===== config.mk =====
export PLATFORM = sky130hd
export DESIGN_NAME = tgl_pulse_conditioner_flat
export DESIGN_NICKNAME = d
export VERILOG_FILES = /design/src/rtl/tgl_pulse_conditioner_if.sv /design/src/rtl/tgl_pulse_conditioner.sv /design/src/flat_wrapper.sv
export SDC_FILE = /design/constraint.sdc
export NUM_CORES = 1
export LEC_CHECK = 0
export ABC_CLOCK_PERIOD_IN_PS = 2580
export CAP_MARGIN = 25
export CORE_MARGIN = 2
export CORE_UTILIZATION = 50
export CTS_CLUSTER_SIZE = 28
export DETAILED_ROUTE_END_ITERATION = 7
export GPL_ROUTABILITY_DRIVEN = 0
export PLACE_DENSITY = 0.71
export SLEW_MARGIN = 20
export SYNTH_ARGS = -nofsm -noshare
export SYNTH_HDL_FRONTEND = slang
export SYNTH_SLANG_ARGS = --single-unit

===== constraint.sdc =====
create_clock -name clk -period 2.58 [get_ports clk]
set_clock_uncertainty 0.1 [all_clocks]
set_input_delay 0.516 -clock clk [delete_from_list [all_inputs] [get_ports clk]]
set_output_delay 0.516 -clock clk [all_outputs]
set_load 0.02 [all_outputs]

===== src/rtl/tgl_pulse_conditioner_if.sv =====
// Bus bundle for the toggle pulse conditioner: control inputs and pulse/status outputs.
interface tgl_pulse_conditioner_if;
    logic       ena;
    logic       btn_in;
    logic       rep_en;
    logic       t_pulse;
    logic       held;
    logic [7:0] pulse_cnt;

    modport slave (
        input  ena, btn_in, rep_en,
        output t_pulse, held, pulse_cnt
    );

    modport master (
        output ena, btn_in, rep_en,
        input  t_pulse, held, pulse_cnt
    );
endinterface


===== src/rtl/tgl_pulse_conditioner.sv =====
// Button conditioner: 2-flop synchronizer, debounce, press/auto-repeat FSM
// producing single-cycle toggle pulses and a wrapping pulse counter.
module tgl_pulse_conditioner #(
    parameter int unsigned DEB_CYCLES = 16,
    parameter int unsigned REP_DELAY  = 64,
    parameter int unsigned REP_PERIOD = 16
) (
    input logic                    clk,
    input logic                    rst_n,
    tgl_pulse_conditioner_if.slave bus
);

    typedef enum logic [1:0] {
        IDLE    = 2'd0,
        PRESSED = 2'd1,
        REPEAT  = 2'd2
    } state_t;

    localparam logic [7:0] DEB_LAST   = 8'(DEB_CYCLES - 1);
    localparam logic [7:0] DELAY_LAST = 8'(REP_DELAY - 1);
    localparam logic [7:0] PER_LAST   = 8'(REP_PERIOD - 1);

    logic       sync1_q, sync1_d;
    logic       sync2_q, sync2_d;
    logic [7:0] deb_cnt_q, deb_cnt_d;
    logic       held_q, held_d;
    state_t     state_q, state_d;
    logic [7:0] rep_cnt_q, rep_cnt_d;
    logic       t_pulse_q, t_pulse_d;
    logic [7:0] pulse_cnt_q, pulse_cnt_d;

    always_comb begin
        sync1_d     = sync1_q;
        sync2_d     = sync2_q;
        deb_cnt_d   = deb_cnt_q;
        held_d      = held_q;
        state_d     = state_q;
        rep_cnt_d   = rep_cnt_q;
        t_pulse_d   = 1'b0;
        pulse_cnt_d = pulse_cnt_q;

        if (bus.ena) begin
            sync1_d = bus.btn_in;
            sync2_d = sync1_q;

            if (sync2_q != held_q) begin
                if (deb_cnt_q == DEB_LAST) begin
                    held_d    = sync2_q;
                    deb_cnt_d = '0;
                end else begin
                    deb_cnt_d = deb_cnt_q + 8'd1;
                end
            end else begin
                deb_cnt_d = '0;
            end

            // FSM reacts to the registered held level, so a release always wins
            // over a repeat that falls due in the same cycle.
            unique case (state_q)
                IDLE: begin
                    if (held_q) begin
                        state_d   = PRESSED;
                        rep_cnt_d = '0;
                        t_pulse_d = 1'b1;
                    end
                end
                PRESSED: begin
                    if (!held_q) begin
                        state_d   = IDLE;
                        rep_cnt_d = '0;
                    end else if (!bus.rep_en) begin
                        rep_cnt_d = '0;
                    end else if (rep_cnt_q == DELAY_LAST) begin
                        state_d   = REPEAT;
                        rep_cnt_d = '0;
                        t_pulse_d = 1'b1;
                    end else begin
                        rep_cnt_d = rep_cnt_q + 8'd1;
                    end
                end
                REPEAT: begin
                    if (!held_q) begin
                        state_d   = IDLE;
                        rep_cnt_d = '0;
                    end else if (!bus.rep_en) begin
                        state_d   = PRESSED;
                        rep_cnt_d = '0;
                    end else if (rep_cnt_q == PER_LAST) begin
                        rep_cnt_d = '0;
                        t_pulse_d = 1'b1;
                    end else begin
                        rep_cnt_d = rep_cnt_q + 8'd1;
                    end
                end
                default: begin
                    state_d   = IDLE;
                    rep_cnt_d = '0;
                end
            endcase

            if (t_pulse_d) begin
                pulse_cnt_d = pulse_cnt_q + 8'd1;
            end
        end
    end

    always_ff @(posedge clk or negedge rst_n) begin
        if (!rst_n) begin
            sync1_q     <= 1'b0;
            sync2_q     <= 1'b0;
            deb_cnt_q   <= '0;
            held_q      <= 1'b0;
            state_q     <= IDLE;
            rep_cnt_q   <= '0;
            t_pulse_q   <= 1'b0;
            pulse_cnt_q <= '0;
        end else begin
            sync1_q     <= sync1_d;
            sync2_q     <= sync2_d;
            deb_cnt_q   <= deb_cnt_d;
            held_q      <= held_d;
            state_q     <= state_d;
            rep_cnt_q   <= rep_cnt_d;
            t_pulse_q   <= t_pulse_d;
            pulse_cnt_q <= pulse_cnt_d;
        end
    end

    assign bus.t_pulse   = t_pulse_q;
    assign bus.held      = held_q;
    assign bus.pulse_cnt = pulse_cnt_q;

endmodule


===== src/flat_wrapper.sv =====
// flat-port wrapper written by rule: the top's interface ports become plain ports
module tgl_pulse_conditioner_flat 
#(
    parameter int unsigned DEB_CYCLES = 16,
    parameter int unsigned REP_DELAY  = 64,
    parameter int unsigned REP_PERIOD = 16
)
  (clk, rst_n, bus_ena, bus_btn_in, bus_rep_en, bus_t_pulse, bus_held, bus_pulse_cnt);
  tgl_pulse_conditioner_if bus_i ();
  input logic clk;
  input logic rst_n;
  input wire logic [$bits(bus_i.ena)-1:0] bus_ena;
  input wire logic [$bits(bus_i.btn_in)-1:0] bus_btn_in;
  input wire logic [$bits(bus_i.rep_en)-1:0] bus_rep_en;
  output wire logic [$bits(bus_i.t_pulse)-1:0] bus_t_pulse;
  output wire logic [$bits(bus_i.held)-1:0] bus_held;
  output wire logic [$bits(bus_i.pulse_cnt)-1:0] bus_pulse_cnt;
  assign bus_i.ena = bus_ena;
  assign bus_i.btn_in = bus_btn_in;
  assign bus_i.rep_en = bus_rep_en;
  assign bus_t_pulse = bus_i.t_pulse;
  assign bus_held = bus_i.held;
  assign bus_pulse_cnt = bus_i.pulse_cnt;
  tgl_pulse_conditioner #(.DEB_CYCLES(DEB_CYCLES), .REP_DELAY(REP_DELAY), .REP_PERIOD(REP_PERIOD)) u_core (.clk(clk), .rst_n(rst_n), .bus(bus_i));
endmodule

Word-level counts from Yosys, hierarchy flattened
Index checks and enable logic that the tools add are counted.
{"block": "totals", "wordCells": 53, "output_inout_bits": 10, "reg_bits": 30, "inputBits": 5}
{"block": "classes", "reduce_logical": 5, "muxes": 27, "addsub": 3, "eq_ne": 10}
{"operator": "2-to-1 mux 8 bit", "count": 9}
{"operator": "adder 8 x 1 -> 8 bit (second input constant)", "count": 3}
{"operator": "case mux 8 bit (3 select lines)", "count": 1}
{"operator": "equality test 8 x 4 -> 1 bit (second input constant)", "count": 2}
{"operator": "2-to-1 mux 2 bit", "count": 6}
{"operator": "2-to-1 mux 1 bit", "count": 9}
{"operator": "inequality test 3 bit (second input constant)", "count": 3}
{"operator": "equality test 8 x 6 -> 1 bit (second input constant)", "count": 1}
{"operator": "case mux 2 bit (3 select lines)", "count": 1}
{"operator": "AND reduction 5 bit", "count": 1}
{"operator": "AND reduction 2 bit", "count": 2}
{"operator": "case mux 1 bit (3 select lines)", "count": 1}
{"operator": "AND reduction 3 bit", "count": 1}
{"operator": "equality test 2 x 1 -> 1 bit (second input constant)", "count": 1}
{"operator": "equality test 2 bit (second input constant)", "count": 1}
{"operator": "logical NOT 2 bit", "count": 1}
{"operator": "inequality test 2 x 1 -> 1 bit (second input constant)", "count": 1}
{"operator": "inequality test 1 bit", "count": 1}

Logic depth before layout (Yosys ltp)
{"block": "depth", "ltp_word": 7, "ltp_mapped": 8, "depth_no_buf": 7}

Worst setup path after synthesis
Ideal clock, no wire load.
{"block": "synth_timing", "kind": "flip-flop to flip-flop", "startpoint": "reg u_core.state_q[0]", "endpoint": "reg u_core.pulse_cnt_q[1] (netlist: u_core.bus.pulse_cnt[1])", "path_buffers": 0, "path_stages_with_launch": 8, "arrival_time_ps": 1873, "period_less_slack_ps": 2101, "setup_ps": 128, "setup_slack_ps": 479, "required_ps": 2352, "cell_sequence": "dfrtp_1 > inv_1 > ha_1 > or3b_1 > o21ai_2 > a31oi_4 > nor3_4 > mux2_1"}
{"block": "synth_between", "elab_chain_cells": 4, "word_cells_on_any_way": 6, "classes_between": "2 x eq/ne; 2 x mux; 2 x reduce/logical"}
{"item": "start, declared", "line_no": "tgl_pulse_conditioner.sv:27", "rtl": "state_t state_q, state_d;"}
{"item": "start signal, assigned", "line_no": "tgl_pulse_conditioner.sv:122", "rtl": "state_q <= state_d;"}
{"item": "equality test 2 bit (tied with other cells)", "line_no": "tgl_pulse_conditioner.sv:59", "rtl": "unique case (state_q)"}
{"item": "case mux 1 bit (3 select lines) *", "line_no": "tgl_pulse_conditioner.sv:59"}
{"item": "2-to-1 mux 1 bit *", "line_no": "tgl_pulse_conditioner.sv:42", "rtl": "if (bus.ena) begin"}
{"item": "AND reduction 2 bit (no line) *"}
{"item": "end signal, assigned", "line_no": "tgl_pulse_conditioner.sv:125", "rtl": "pulse_cnt_q <= pulse_cnt_d;"}
{"item": "end, declared", "line_no": "tgl_pulse_conditioner.sv:30", "rtl": "logic [7:0] pulse_cnt_q, pulse_cnt_d;"}
Mark *: on every way between the ends. The rest lies on a longest branch, timed or not. The select of a mux whose other input is x is not followed.
A chain may end at the register's enable or synchronous reset.

Worst setup path in the final report
Ends and elaborated chain as after synthesis.

==> metrics.csv <==
stage;metric;value;unit
route;drtIter0Drc;64;
clock_network;clockBufferDepth;2;
route;num_vias;1265;
synth;netlist_area;1660;um^2
timing;slew_headroom;0.690;
worst_setup_path;max_stage_delay;0.43;ns
floorplanning;initial_core_util;0.534;
synth;yosys.area_share.simple;0.210;
timing;hold_ws;0.383;ns
final_layout;diodes;0;
floorplanning;die_w;61.6;um
pwr;peakVddDrop;0.253;mV
worst_setup_path;cp_data_arrival_time;2.41;ns
worst_setup_path;critical_path_class;flop to flop;
route;via_per_inst;5.48;
final_layout;finalNetCount;198;
synth;synth-adder-area-share;0.0528;
synth;synth-main-ff-cell;dfrtp_1;
grt;antenna_found_initial;0;
final_layout;utilization;0.619;
grt;grt_pass1_wl;5420;um
synth;yosysSeqAreaShare;0.453;
job;maxCapViolCount;0;
pwr;power_leakage;0.863;nW
floorplanning;io_pins;15;
grt;grt_max_degree;31;
clock_network;postCtsHoldBufs;0;
final_layout;drive_above_1_share;0.134;
grt;overflow;0;
timing;rsz0062_at_grt;no;
worst_setup_path;required;2.70;ns
synth;synth_xor_area_frac;0.0687;
hold_path;hold_start;u_core.bus.pulse_cnt[7];
floorplanning;fp.coreArea;3100;um^2
clock_network;htreeDepth;2;
synth;synth_edf_count;0;
clock_network;root_buffer;clkbuf_4;
timing;fin_ws;0.292;ns
hold_path;hold_path_end;u_core.bus.pulse_cnt[7];
worst_setup_path;r2r_start;u_core.state_q[0];
clock_network;cts_setup_buffers;0;
worst_setup_path;crit_path_end_kind;flop;
synth;synth_cell_type_count;41;
hold_path;worst_hold_path_type;flop to flop;
hold_path;whs_path_depth;1;
clock_network;clock-sinks;30;
pwr;power_density;544;nW/um^2
placement;post-dp-hpwl;2290;um
synth;yosys_warnings;0;
worst_setup_path;timing.rr.end;u_core.bus.pulse_cnt[1];
floorplanning;die_h;61.6;um
timing;finalCriticalPeriod;2.29;ns
synth;synth_area_leaders;dfrtp_1 45%, ha_1 5.3%, xor2_1 5.3%;
timing;slew_violations;0;
final_layout;design_area;1920;um^2
clock_network;clk_pin_slew_worst_paths;0.10;ns
placement;io_buffer_count;14;
clock_network;clock_latency;0.33;ns
placement;place_ws;0.245;ns
floorplanning;fp-row-count;20;
worst_setup_path;worstPathMaxFanout;7;
timing;tightest_slew;0.461;ns
route;wire_per_inst;13.6;um
synth;syn-mean-instance-area;9.99;um^2
timing;period_share;0.887;
route;drc;0;
timing;max_freq;0.437;GHz
synth;ys_async_sr_fraction;1.00;
synth;syn_inst;166;
clock_network;cts_buffers;5;
worst_setup_path;critical_path.cell_chain;inv_1 > ha_1 > or3b_1 > o21ai_2 > a31oi_4 > nor3_4 > mux2_1;
synth;muxShareOfSynthArea;0.0596;
timing;setup_tns;0;ns
grt;track_usage;0.196;
clock_network;cts_resized;0;
worst_setup_path;r2r_slack;0.29;ns
floorplanning;dieArea;3790;um^2
run_status;status;finished clean;
grt;grt_pass1_vias;1270;
synth;synth_top_family_by_area;simple AND/OR/NAND/NOR gates;
worst_setup_path;crit_path_start_kind;flop;
synth;synth_compound_area_frac;0.125;
synth;synth_fp_nets;178;
route;drtPass1Iterations;4;
worst_setup_path;reg2regPathDepth;7;
timing;hold_viol;0;
final_layout;area_growth;15.9;%
synth;netlist.area_leader.share;0.453;
synth;synth_seq_cells;30;
route;routed_wl;3140;um
final_layout;fill_cells;275;
synth;yosysTopAreaCell;dfrtp_1;
timing;finalSetupViolations;0;
placement;dpl-instance-area;1860;um^2
clock_network;tritoncts;done;
worst_setup_path;slowest_stage;dfrtp_1;
route;ant_nets;0;
[placed cells by master (no fill, tap or decap), drive strengths merged, types with 2 or more instances in the layout]
cell type / netlist / layout
buf: 2 / 4
o21ai: 11 / 11
mux2: 7 / 7
mux2i: 2 / 2
a31oi: 2 / 2
xor2: 10 / 10
nor3b: 2 / 2
dfrtp: 30 / 30
xnor2: 3 / 3
nor4: 5 / 5
o41ai: 2 / 2
o31ai: 5 / 5
a21oi: 3 / 3
nand2: 19 / 19
nand4: 3 / 3
clkdlybuf4s50: 0 / 14
nor3: 2 / 2
clkbuf: 3 / 7
nand3: 9 / 9
ha: 7 / 7
inv: 8 / 8
nor2: 17 / 17
[area by class of cell]
class / instances / area, um^2 / share of cell area
clock buffer: 7 / 55.1 / 0.0286
clock inverter: 1 / 5.00 / 0.00260
inverter: 8 / 30.0 / 0.0156
multi-input combinational: 123 / 856 / 0.445
sequential: 30 / 751 / 0.391
tap: 44 / 55.1 / 0.0286
timing repair buffer: 18 / 170 / 0.0885
[cell families (layout without fill, tap and decap cells)]
logic type | Yosys count | after routing
AND/OR/NAND/NOR | 65 | 65
XOR/XNOR | 13 | 13
multiplexers | 9 | 9
adder cells (fa/ha/maj) | 7 | 7
AO/OA/AOI/OAI | 29 | 29
flip-flops | 30 | 30
buffers and inverters | 13 | 34
[synthesized netlist by cell type (2+ instances only)]
| cell | instances |
|---|---|
| o31ai_1 | 5 |
| buf_2 | 2 |
| a21oi_1 | 3 |
| nand4_1 | 3 |
| xnor2_1 | 3 |
| nor4_2 | 2 |
| mux2i_1 | 2 |
| nor2_1 | 17 |
| o21ai_0 | 10 |
| clkbuf_1 | 3 |
| nand3_1 | 9 |
| inv_1 | 8 |
| mux2_2 | 6 |
| dfrtp_1 | 30 |
| ha_1 | 7 |
| xor2_1 | 10 |
| o41ai_1 | 2 |
| nor4_1 | 3 |
| nand2_1 | 19 |
[critical path: cells and delay by family (launching register included)]
kind	cells	cell delay, ns
AOI/OAI and AO/OA	2	0.26
buffers and inverters	1	0.10
adders and majority gates	1	0.31
muxes	1	0.34
and+or+nand+nor	2	0.63
DFF	1	0.43
[per-stage QoR]
step	std cells	total power, mW
6_report	231	1.04
5_1_grt	231	1.11
4_1_cts	231	1.06
3_5_place_dp	223	0.761
3_3_place_gp	223	0.744
2_1_floorplan	166	0.693
[worst max-delay path by stage]
stage	from	end	slack (ns)	cells past startpoint
after floorplan	u_core.state_q[0]	u_core.bus.pulse_cnt[1]	0.48	7
after global placement	bus_rep_en	u_core.bus.pulse_cnt[1]	0.30	5
after detailed placement	bus_rep_en	u_core.bus.pulse_cnt[1]	0.25	5
final	u_core.state_q[0]	u_core.bus.pulse_cnt[1]	0.29	7
after CTS	u_core.state_q[0]	u_core.bus.pulse_cnt[1]	0.30	7
after global routing	u_core.state_q[0]	u_core.bus.pulse_cnt[1]	0.18	7
[where the power goes]
group | total [mW] | switching [mW] | internal, mW
combinational | 0.225 | 0.133 | 0.0915
clock | 0.292 | 0.160 | 0.132
sequential | 0.528 | 0.0319 | 0.496
[flip-flops by register name, indices dropped and copies added (netlist names)]
register	count
u_core.bus.pulse_cnt	8
u_core.deb_cnt_q	8
u_core.rep_cnt_q	8
u_core.state_q	2
u_core.bus.held	1
u_core.bus.t_pulse	1
u_core.sync1_q	1
u_core.sync2_q	1
[metal layers]
layer	track usage	wire length [um]	vias up	share of wire
met1	0.256	1500	605	0.48
met4	0.109	56	0	0.018
met5	0	0	-	0
met2	0.305	1470	22	0.47
met3	0.0378	109	8	0.035
li1	-	-	630	-
(Power assumes the default switching activity.)
==> edit (same settings) <==
Encoding of `state_t`: now one-hot (3 bits for 3 states).
--- a/src/rtl/tgl_pulse_conditioner.sv
+++ b/src/rtl/tgl_pulse_conditioner.sv
@@ -11,8 +11,8 @@
 );
 
-    typedef enum logic [1:0] {
-        IDLE    = 2'd0,
-        PRESSED = 2'd1,
-        REPEAT  = 2'd2
+    typedef enum logic [2:0] {
+        IDLE    = 3'b001,
+        PRESSED = 3'b010,
+        REPEAT  = 3'b100
     } state_t;
 
Behaviour: same outputs for any inputs over 10 cycles, from zero or initial values and one cycle with rst_n low; not proved beyond that.
==> edit against the original RTL <==
- routed wire length down 1.6%
- area after synthesis up 0.60%
- sequential cell count up 1
- setup slack better by 0.16 ns
- critical path depth down 6
- final cell count unchanged
- final area down 0.65%
- fmax up 7.5%
- highest routed layer unchanged
- count of clock-buffer cells in the layout down 1
Power is not compared: it rests on default switching activity, and its combinational part moved more than twofold at a synthesized area within 25%.
==> edit: results (changes against the original RTL) <==
| Metric | Value |
|---|---|
| Status | `finished, final reports clean` |
| Reg2reg setup slack | `0.57 ns (+0.28 ns)` |
| Worst Path Required | `1.96 ns (-0.74 ns)` |
| Total CTS buffers | `5 (unchanged)` |
| Clock Tree Buf Depth | `2 (unchanged)` |
| Pin count of the biggest net entering global routing | `32 (+3.2%)` |
| Setup WS pre-CTS | `0.3260 ns (+0.08063 ns)` |
| CP arrival | `1.51 ns (-0.90 ns)` |
| Initial antenna violation count | `0 (unchanged)` |
| Dpl cells | `224 (+0.45%)` |
| Final wirelength | `3085 um (-1.6%)` |
| Post-synthesis async set-or-reset flop share | `100.0% (unchanged)` |
| 1st-pass router iterations | `4 (unchanged)` |
| # resized after CTS | `0 (unchanged)` |
| Crit. Startpoint | `u_core.bus.held` |
| Fin nets | `195 (-1.5%)` |
| Leak Pwr | `0.8296 nW` |
| Drt initial violations | `56 (-13%)` |
| Worst reg2reg path depth | `5 (-2)` |
| Hold_sp | `u_core.bus.pulse_cnt[7]` |
| Number of global-route vias before repair | `1211 (-4.6%)` |
| Post CTS Setup Buffer Count | `0 (unchanged)` |
| First-pass GRT wire length | `5326 um (-1.7%)` |
| Avg Vias per Cell | `5.333 (-2.6%)` |
| Max_slew headroom | `44.75% (-24 points)` |
| Worst Path Max Fanout | `9 (+2)` |
| Net Sw Frac | `~25%` |
| Worst VDD drop | `0.4530 mV` |
| Worst Hold Class | `reg -> reg` |
| ANT cells | `0 (unchanged)` |
| Top cells by count, synth | `30 x dfrtp_1, 18 x nand2_1, 18 x nor2_1, 10 x nand3_1, 10 x xnor2_1` |
| Crit Reg-Reg Startpoint | `u_core.state_q[0]` |
| Sequential share of the synthesized area | `46.59% (+1.3 points)` |
| CTS root buf | `clkbuf_4` |
| GRT Util Overall | `19.72% (+0.095 points)` |
| Final hold slack | `0.3684 ns (-0.01473 ns)` |
| Post-DP HPWL | `2273 um (-0.57%)` |
| Final Hold Viols | `0 (unchanged)` |
| IO buf count | `14 (unchanged)` |
| RR Endpoint | `u_core.rep_cnt_q[5]` |
| Min-Delay Endpoint | `u_core.bus.pulse_cnt[7]` |
| Hold Path Cell Cnt | `1 (unchanged)` |
| Worst-path clk slew | `0.10 ns (about the same)` |
| Cell variety after synth | `40 (-2.4%)` |
| Syn avg cell area | `9.928 sq um (-0.59%)` |
| CP max stage delay | `0.67 ns (+0.24 ns)` |
| Area contributors post-synth | `dfrtp_1 45%, xnor2_1 5.3%, nand2_1 4.1%` |
| Share of layout cells above drive strength 1 | `11.23% (-2.1 points)` |
| CTS H-Tree Depth | `2 (unchanged)` |
| Filler instances | `296 (+7.6%)` |
| CP max stage cell | `clkdlybuf4s50_1` |
| CP delay by family, top | `buffers and inverters` |
| Syn nets | `176 (-1.1%)` |
| Worst-skew pair later-pin latency | `about 0.32 ns` |
| Finished Layout Cells | `231 (unchanged)` |
## edit: changes by cell type after synthesis, moves of 3 or more
cell	delta
nor3_1	+3
o21ai_0	-5
xnor2_1	+7
nor2b_1	+3
xor2_1	-3
nand2b_1	+4
ha_1	-4
## edit: cell families after synthesis
logic type | count (synthesis) | synth area share [%]
adders and majority gates | 3 | 2.251
muxes | 8 | 5.401
xor gates and xnor gates | 17 | 8.927
DFF | 31 | 46.59
and+or+nand+nor | 73 | 22.28
buffers and inverters | 13 | 3.525
AOI/OAI and AO/OA | 23 | 11.03
## edit: through the flow
stage                     cell area [sq um]  total power [mW]
after detailed placement               1853            0.6377
after CTS                              1909            0.9257
final                                  1909            0.9117
after global routing                   1909            0.9630
after global placement                 1853            0.6310
after floorplan                        1668            0.6010
## edit: worst max path at each step
| stage | endpoint | cells past startpoint |
|---|---|---|
| 2_1_floorplan | u_core.bus.pulse_cnt[1] | 5 |
| 3_3_place_gp | u_core.rep_cnt_q[0] | 5 |
| 4_1_cts | bus_held | 1 |
| 5_1_grt | u_core.rep_cnt_q[5] | 5 |
| 3_5_place_dp | u_core.rep_cnt_q[1] | 5 |
| 6_report | bus_held | 1 |
## edit: final cells by class
| cell class | instances | share of cell area (%) |
|---|---|---|
| timing repair buffer | 16 | 8.126 |
| tap | 44 | 2.883 |
| multi-input combinational | 124 | 43.58 |
| sequential | 31 | 40.69 |
| clock buffer | 6 | 2.687 |
| inverter | 9 | 1.769 |
| clock inverter | 1 | 0.2621 |
## edit: power by group through the flow
stage | combinational, mW | sequential [mW] | clock (mW)
after floorplan | 0.0612 | 0.540 | 0
after global placement | 0.0883 | 0.543 | 0
after detailed placement | 0.0921 | 0.546 | 0
after CTS | 0.0925 | 0.536 | 0.297
after global routing | 0.104 | 0.541 | 0.318
final | 0.0911 | 0.538 | 0.283
## edit: metal layers
layer	up-vias	routed length [um]	global-route usage, %
met1	597	1391	22.91
met4	0	62	8.207
met2	16	1542	34.14
met5	-	0	0
met3	6	88	5.590
li1	613	-	-
